<file path="config.mk">
export PLATFORM = sky130hd
export DESIGN_NAME = clock_set_ctrl
export DESIGN_NICKNAME = d
export VERILOG_FILES = /design/src/rtl/clock_set_ctrl.sv
export SDC_FILE = /design/constraint.sdc
export NUM_CORES = 1
export LEC_CHECK = 0
export CAP_MARGIN = 10
export CORE_ASPECT_RATIO = 1.25
export CORE_UTILIZATION = 40
export CTS_CLUSTER_DIAMETER = 50
export DETAILED_ROUTE_END_ITERATION = 10
export MAX_ROUTING_LAYER = met4
export PLACE_DENSITY = 0.65
export REMOVE_ABC_BUFFERS = 1
export SYNTH_ARGS = -nofsm -noshare
export SYNTH_HDL_FRONTEND = slang
export SYNTH_SLANG_ARGS = --single-unit
</file>
<file path="constraint.sdc">
create_clock -name clk -period 3.47 [get_ports clk]
set_input_delay 1.041 -clock clk [delete_from_list [all_inputs] [get_ports clk]]
set_output_delay 1.041 -clock clk [all_outputs]
set_load 0.02 [all_outputs]
</file>
<file path="src/rtl/clock_set_ctrl.sv">
// clock_set_ctrl: mode/edit controller for the 8-digit HH-MM-SS display.
// Drives the scan datapath (digit codes, points, blink controls) and commits
// an edited BCD time to the timekeeper with a one-cycle set_load strobe.
module clock_set_ctrl #(
  parameter int          BLINK_DIV = 25000000,
  parameter logic [3:0]  SEP_CODE  = 4'hA
) (
  input  logic       clk,
  input  logic       reset,
  input  logic       btn_mode,
  input  logic       btn_esc,
  input  logic       btn_up,
  input  logic       btn_down,
  input  logic [7:0] cur_h,
  input  logic [7:0] cur_m,
  input  logic [7:0] cur_s,
  output logic [3:0] led1Number,
  output logic [3:0] led2Number,
  output logic [3:0] led3Number,
  output logic [3:0] led4Number,
  output logic [3:0] led5Number,
  output logic [3:0] led6Number,
  output logic [3:0] led7Number,
  output logic [3:0] led8Number,
  output logic [7:0] point,
  output logic [7:0] which_shine,
  output logic       is_shine,
  output logic       set_load,
  output logic [7:0] set_h,
  output logic [7:0] set_m,
  output logic [7:0] set_s
);

  localparam int CW = (BLINK_DIV > 1) ? $clog2(BLINK_DIV) : 1;
  localparam logic [CW-1:0] CNT_LAST = CW'(BLINK_DIV - 1);

  typedef enum logic [1:0] {RUN, SET_H, SET_M, SET_S} state_t;

  state_t        r_state, w_state_nxt;
  logic [7:0]    r_bh, r_bm, r_bs;
  logic [7:0]    w_bh_nxt, w_bm_nxt, w_bs_nxt;
  logic [7:0]    w_dh, w_dm, w_ds;
  logic [CW-1:0] r_cnt;
  logic          w_load_nxt;
  logic          w_blink_rst;

  // One BCD step within 00..max; tens/ones stay decimal, wraps at both ends.
  function automatic logic [7:0] bcd_step(input logic [7:0] v, input logic up,
                                          input logic [7:0] max);
    logic [7:0] r;
    if (up) begin
      if (v == max)           r = 8'h00;
      else if (v[3:0] == 4'd9) r = {v[7:4] + 4'd1, 4'd0};
      else                    r = {v[7:4], v[3:0] + 4'd1};
    end else begin
      if (v == 8'h00)         r = max;
      else if (v[3:0] == 4'd0) r = {v[7:4] - 4'd1, 4'd9};
      else                    r = {v[7:4], v[3:0] - 4'd1};
    end
    return r;
  endfunction

  // Next state, edit buffer, commit strobe and blink restart; esc > mode > up/down.
  always_comb begin
    w_state_nxt = r_state;
    w_bh_nxt    = r_bh;
    w_bm_nxt    = r_bm;
    w_bs_nxt    = r_bs;
    w_load_nxt  = 1'b0;
    w_blink_rst = 1'b0;
    if (r_state == RUN) begin
      if (btn_mode) begin
        w_state_nxt = SET_H;
        w_bh_nxt    = cur_h;
        w_bm_nxt    = cur_m;
        w_bs_nxt    = cur_s;
        w_blink_rst = 1'b1;
      end
    end else if (btn_esc) begin
      w_state_nxt = RUN;
    end else if (btn_mode) begin
      w_blink_rst = 1'b1;
      case (r_state)
        SET_H:   w_state_nxt = SET_M;
        SET_M:   w_state_nxt = SET_S;
        default: begin
          w_state_nxt = RUN;
          w_load_nxt  = 1'b1;
        end
      endcase
    end else if (btn_up ^ btn_down) begin
      w_blink_rst = 1'b1;
      case (r_state)
        SET_H:   w_bh_nxt = bcd_step(r_bh, btn_up, 8'h23);
        SET_M:   w_bm_nxt = bcd_step(r_bm, btn_up, 8'h59);
        default: w_bs_nxt = bcd_step(r_bs, btn_up, 8'h59);
      endcase
    end
    // Displayed time: live in RUN, edit buffer while editing.
    w_dh = (w_state_nxt == RUN) ? cur_h : w_bh_nxt;
    w_dm = (w_state_nxt == RUN) ? cur_m : w_bm_nxt;
    w_ds = (w_state_nxt == RUN) ? cur_s : w_bs_nxt;
  end

  // State, buffer, blink phase and all registered display outputs.
  always_ff @(posedge clk) begin
    if (reset) begin
      r_state     <= RUN;
      r_bh        <= 8'h00;
      r_bm        <= 8'h00;
      r_bs        <= 8'h00;
      r_cnt       <= '0;
      is_shine    <= 1'b0;
      set_load    <= 1'b0;
      point       <= 8'h00;
      which_shine <= 8'h00;
      led1Number  <= 4'h0;
      led2Number  <= 4'h0;
      led3Number  <= 4'h0;
      led4Number  <= 4'h0;
      led5Number  <= 4'h0;
      led6Number  <= 4'h0;
      led7Number  <= 4'h0;
      led8Number  <= 4'h0;
    end else begin
      r_state  <= w_state_nxt;
      r_bh     <= w_bh_nxt;
      r_bm     <= w_bm_nxt;
      r_bs     <= w_bs_nxt;
      set_load <= w_load_nxt;
      if (w_state_nxt == RUN) begin
        r_cnt    <= '0;
        is_shine <= 1'b0;
      end else if (w_blink_rst) begin
        r_cnt    <= '0;
        is_shine <= 1'b1;
      end else if (r_cnt == CNT_LAST) begin
        r_cnt    <= '0;
        is_shine <= ~is_shine;
      end else begin
        r_cnt    <= r_cnt + 1'b1;
      end
      point <= (w_state_nxt == RUN) ? 8'h00 : 8'h80;
      case (w_state_nxt)
        SET_H:   which_shine <= 8'hC0;
        SET_M:   which_shine <= 8'h18;
        SET_S:   which_shine <= 8'h03;
        default: which_shine <= 8'h00;
      endcase
      led8Number <= w_dh[7:4];
      led7Number <= w_dh[3:0];
      led6Number <= SEP_CODE;
      led5Number <= w_dm[7:4];
      led4Number <= w_dm[3:0];
      led3Number <= SEP_CODE;
      led2Number <= w_ds[7:4];
      led1Number <= w_ds[3:0];
    end
  end

  assign set_h = r_bh;
  assign set_m = r_bm;
  assign set_s = r_bs;

endmodule

</file>
==> results of run 1 <==
cells in the mapped netlist, types with 3 or more instances:
cell and n:
nor2_1 83, buf_1 5, a311oi_1 9, xnor2_1 11, o21ai_0 30, and2_1 5, nor4_1 5, o22ai_1 7
o311ai_0 3, dfxtp_1 82, and3b_1 4, nand4_1 13, a22oi_1 4, a211oi_1 14, xor2_1 15, nand3_1 19
nor2b_1 7, mux2i_1 9, nand2_1 54, nor4b_1 4, ha_1 26, nor3b_1 6, and3_1 11, a21o_1 4
o31ai_1 6, a31oi_1 13, o21a_1 3, nor3_1 15, buf_4 19, a21oi_1 29, buf_2 7, a221oi_1 3
o32ai_1 4, nand2b_1 6, clkbuf_1 29, and4_1 7, or3_1 3, o211ai_1 9, inv_1 31
worst max-delay path: stages:
cell and delay [ps]:
clkdlybuf4s50_1 610, nor2_1 410, nand3_2 180, or3_1 370, a21oi_1 190, nor4_1 90
a2111oi_2 340
flip-flops by register name, summed over array words and instances (netlist names), 2 cells and up:
signal / cells
set_h: 8
led2Number: 4
set_m: 8
r_cnt: 25
led5Number: 4
which_shine: 3
led8Number: 4
led7Number: 4
set_s: 8
led1Number: 4
r_state: 2
led4Number: 4
how the worst min path moves through the flow:
stage / startpoint / endpoint / cells past startpoint
after floorplan: r_cnt[0] / r_cnt[0] / 1
after global placement: r_cnt[0] / r_cnt[0] / 1
after detailed placement: r_cnt[0] / r_cnt[0] / 1
after CTS: r_cnt[0] / r_cnt[0] / 1
after global routing: r_cnt[0] / r_cnt[0] / 1
final: r_cnt[0] / r_cnt[0] / 1
routing by layer:
| layer | wire length (µm) | global-route usage | share of wire | up-vias |
|---|---|---|---|---|
| met5 | 0 | - | 0 | - |
| met4 | 247 | 0.0853 | 0.017 | 0 |
| met3 | 706 | 0.0447 | 0.049 | 21 |
| met2 | 7160 | 0.377 | 0.49 | 152 |
| met1 | 6360 | 0.292 | 0.44 | 2325 |
| li1 | - | - | - | 2407 |
report_power, final:
group          leakage, nW  internal [mW]  switching (mW)
Clock                0.158          0.645           0.394
Combinational         1.60          0.314           0.399
Sequential           0.673           1.01          0.0802
logic make-up after synthesis:
| group | share of synthesized area |
|---|---|
| other cells | 0.000739 |
| xor+xnor | 0.0481 |
| compound gates | 0.205 |
| fa+ha+maj | 0.0641 |
| flops | 0.324 |
| mux | 0.0222 |
| simple gates | 0.251 |
| buf+inv | 0.0853 |
layout make-up:
type                    count  area [µm²]  share of cell area
well taps                 164         205              0.0323
clock inverters             5        78.8              0.0124
multi-input cells         484        3040               0.479
repair buffers            104        1030               0.162
clock buffers              10         239              0.0376
inverters                  31         116              0.0183
flip-flops and latches     82        1640               0.258
metrics by stage:
step                power, mW  utilization  hold slack [ps]
detailed placement       1.81        0.492              480
CTS                      2.86        0.518              495
global route             2.96        0.518              513
floorplan                1.49            -              430
finish                   2.84        0.518              481
global placement         1.81        0.492              440
==> results.toml, run 1 <==
[run_status]
outcome = "completed"

[worst_setup_path]
required_ps = 3700
r2r_slack_ps = 890
cp-startpoint = "btn_mode"
r2r_cells = 10
path_class = "in -> reg"
crit_path_end = "led8Number[3]"
reg2reg_to = "r_cnt[21]"
reg2reg_from = "r_state[0]"
critPathLaunchType = "input pin"
cp.arrival_ps = 3240
worstSetupEndpointType = "register"
worstPathMaxFanout = 10

[timing]
rsz0062_at_grt = "no"
fin_skew_ps = 7.43
setup_viol = 0
max_slew_margin = 0.608
worst_slack_ps = 468
fmax_mhz = 333
min_period_over_period = 0.865
hold_viol = 0
tightest_slew_ps = 586
fin_setup_tns_ps = 0
fin_crit_ps = 3000
maxSlewViolCount = 0

[route]
routedWlPerCell_um = 16.4
viasPerCell = 5.57
dr.pass1.iters = 5
antenna_left = 0
num_vias = 4905
drt_iter0_drc = 320
drcViolationCount = 0
wirelength_um = 14500

[place]
placed_cells = 865
post-place-ws_ps = 123
dpl.hpwl_um = 10400
globalplace.congestion = 0.848
port_buffers = 90
dpl-instance-area_um2 = 6040

[synthesis]
synth_top_flop_cell = "dfxtp_1"
synth_seq_cells = 82
synth_cells = 646
synth-edff-count = 0
netlist.area_leader.share = 0.324
ys_types = 67
synth_area_um2 = 5070
synth.area.top_cells = "dfxtp_1, ha_1, nor2_1"
yosysTopAreaCell = "dfxtp_1"
ys_warn_count = 0
avgSynthCellArea_um2 = 7.85
ys_seq_area_frac = 0.324
synthArstFlopShare = 0

[layout]
stdcell_count = 880
layout-drive-gt1-share = 0.0601
antennaDiodeCount = 0
layout_common_cells = "clkdlybuf4s50_1, nor2_1, dfxtp_1"
syn_to_final_growth_pct = 25.3
fill_cells = 1252
final_common_cell = "clkdlybuf4s50_1"
design_area_um2 = 6360
fin_nets = 768

[clock_tree]
cts_hold_buf = 0
cts_num_sinks = 82
cts.path.max_buffers = 2
ctsResizeCount = 0
clk_latency_ps = 340
root_buffer = "clkbuf_16"
cts_tree = "built"
cts_made_buffers = 9
h-tree-depth = 3
clk_pin_slew_worst_paths_ps = 60
post-cts-setup-buffers = 0

[global_routing]
grt_start_max_net_pins = 43
antenna_found_initial = 0
gr-total-overflow = 0
track_usage = 0.235
grt_pass1_wl_um = 23300
grt_pass1_vias = 4734

[pwr]
vdd_ir_drop_max_mv = 0.294
p_leak_nw = 2.43
power_density_nw_per_um2 = 447

[floorplan]
start_util = 0.413
dieArea_um2 = 13100
core-area_um2 = 12300
io_pins = 104
rows = 45
fp.dieH_um = 128
chipWidth_um = 103

[worst_hold_path]
hold_path.class = "reg -> reg"

[run]
drv_cap = 0
Power figures use the tool's default switching activity.
==> run 2, diff against run 1 <==
SLEW_MARGIN = 10   (was not set)
==> results of run 2 <==
Same layout as run 1: the final DEF is identical, and so are final timing and power.
==> run 3, diff against run 2 <==
MAX_ROUTING_LAYER = not set   (was met4)
SLEW_MARGIN = not set   (was 10)
==> results.toml, run 3 (synthesis gave the netlist of run 1 again) <==
[worst_setup_path]
r2r_slack_ps = 970
path_class = "in -> reg"
cp_cell_sequence = "clkdlybuf4s50_1 > xor2_2 > and2_1 > a21oi_1 > a311oi_1 > a21oi_1 > a211oi_1"
cp.arrival_ps = 3320
required_ps = 3730
worstSetupEndpointType = "register"
reg2reg_to = "led8Number[3]"
critPathLaunchType = "input pin"
critPathSlowestCell = "clkdlybuf4s50_1"
worstPathMaxFanout = 13
crit_path_end = "led1Number[2]"
r2r_cells = 8
slowest_delay_ps = 520
reg2reg_from = "set_h[1]"
cp-startpoint = "btn_up"
cpMostUsedCell = "a21oi_1"

[layout]
fin_nets = 768
final_core_util = 0.517
layout-drive-gt1-share = 0.0614
stdcell_count = 881
largest_reg_flops = 25
layout_common_cells = "clkdlybuf4s50_1, nor2_1, dfxtp_1"
regMostFlops = "r_cnt"
fill_cells = 1238
final_common_cell = "clkdlybuf4s50_1"
syn_to_final_growth_pct = 25.2
antennaDiodeCount = 0

[clock_tree]
root_buffer = "clkbuf_16"
cts_tree = "built"
cts.path.max_buffers = 2
cts_made_buffers = 9
clk_pin_slew_worst_paths_ps = 70
clk_latency_ps = 350
ctsResizeCount = 0
h-tree-depth = 3
cts_hold_buf = 0
post-cts-setup-buffers = 0
cts_num_sinks = 82

[place]
port_buffers = 90
post-place-ws_ps = 90.2
dpl.hpwl_um = 10300
placed_cells = 865
globalplace.congestion = 0.827

[global_routing]
grt_pass1_wl_um = 23300
antenna_found_initial = 0
track_usage = 0.228
grt_start_max_net_pins = 43
gr-total-overflow = 0
grt_pass1_vias = 4690

[route]
antenna_left = 0
dr.pass1.iters = 5
routedWlPerCell_um = 16.4
drcViolationCount = 0
drt_iter0_drc = 349
wirelength_um = 14400
num_vias = 4936
viasPerCell = 5.60

[pwr]
power_density_nw_per_um2 = 442
p_total_mw = 2.81
p_leak_nw = 2.43
vdd_ir_drop_max_mv = 0.215

[timing]
worst_slack_ps = 414
min_period_over_period = 0.881
maxSlewViolCount = 0
hold_viol = 0
fin_crit_ps = 3060
fin_setup_tns_ps = 0
fin_skew_ps = 7.15
max_slew_margin = 0.615
rsz0062_at_grt = "no"
setup_viol = 0
tightest_slew_ps = 576
fmax_mhz = 327

[floorplan]
chipWidth_um = 103
core-area_um2 = 12300
dieArea_um2 = 13100
fp.dieH_um = 128
io_pins = 104
start_util = 0.413
rows = 45

[run]
drv_cap = 0

[run_status]
outcome = "completed"

[worst_hold_path]
hold_path.class = "reg -> reg"
## run 3: area by class of cell
cell class / instances / area (µm²) / share of cell area
multi-input combinational: 484 / 3040 / 0.479
clock buffer: 10 / 239 / 0.0376
clock inverter: 6 / 72.6 / 0.0114
tap: 164 / 205 / 0.0323
sequential: 82 / 1640 / 0.259
inverter: 31 / 116 / 0.0183
timing repair buffer: 104 / 1030 / 0.162
## run 3: how the worst min path moves through the flow
| stage | startpoint | end | slack [ps] | cells past startpoint |
|---|---|---|---|---|
| 6_report | r_cnt[0] | r_cnt[0] | 480 | 1 |
| 5_1_grt | r_cnt[0] | r_cnt[0] | 510 | 1 |
| 4_1_cts | r_cnt[0] | r_cnt[0] | 480 | 1 |
| 3_5_place_dp | r_cnt[0] | r_cnt[0] | 460 | 1 |
| 3_3_place_gp | r_cnt[0] | r_cnt[0] | 440 | 1 |
| 2_1_floorplan | r_cnt[0] | r_cnt[0] | 430 | 1 |
## run 3: report_power, final
| group | total, mW | switching [mW] | internal (mW) |
|---|---|---|---|
| Combinational | 0.713 | 0.399 | 0.314 |
| Sequential | 1.09 | 0.0804 | 1.01 |
| Clock | 1.01 | 0.422 | 0.586 |
| Total | 2.81 | 0.902 | 1.91 |
## run 3: routing by layer
metal  vias to the layer above  share of wire  GRT usage
met5                         -              0          0
met4                         0          0.021     0.0820
met3                        24          0.061     0.0442
met2                       166           0.49      0.389
met1                      2342           0.43      0.282
li1                       2404              -          -
## run 3: through the flow
| stage | cell area (µm²) | hold slack [ps] |
|---|---|---|
| floorplan | 4800 | 430 |
| global placement | 6040 | 441 |
| detailed placement | 6040 | 462 |
| CTS | 6350 | 478 |
| global route | 6350 | 510 |
| finish | 6350 | 475 |
## run 3: critical path: cells and delay by family
family,cells,cell delay (ps)
xor gates and xnor gates,1,420
AOI/OAI and AO/OA,4,830
buffers and inverters,1,520
and+or+nand+nor,1,510
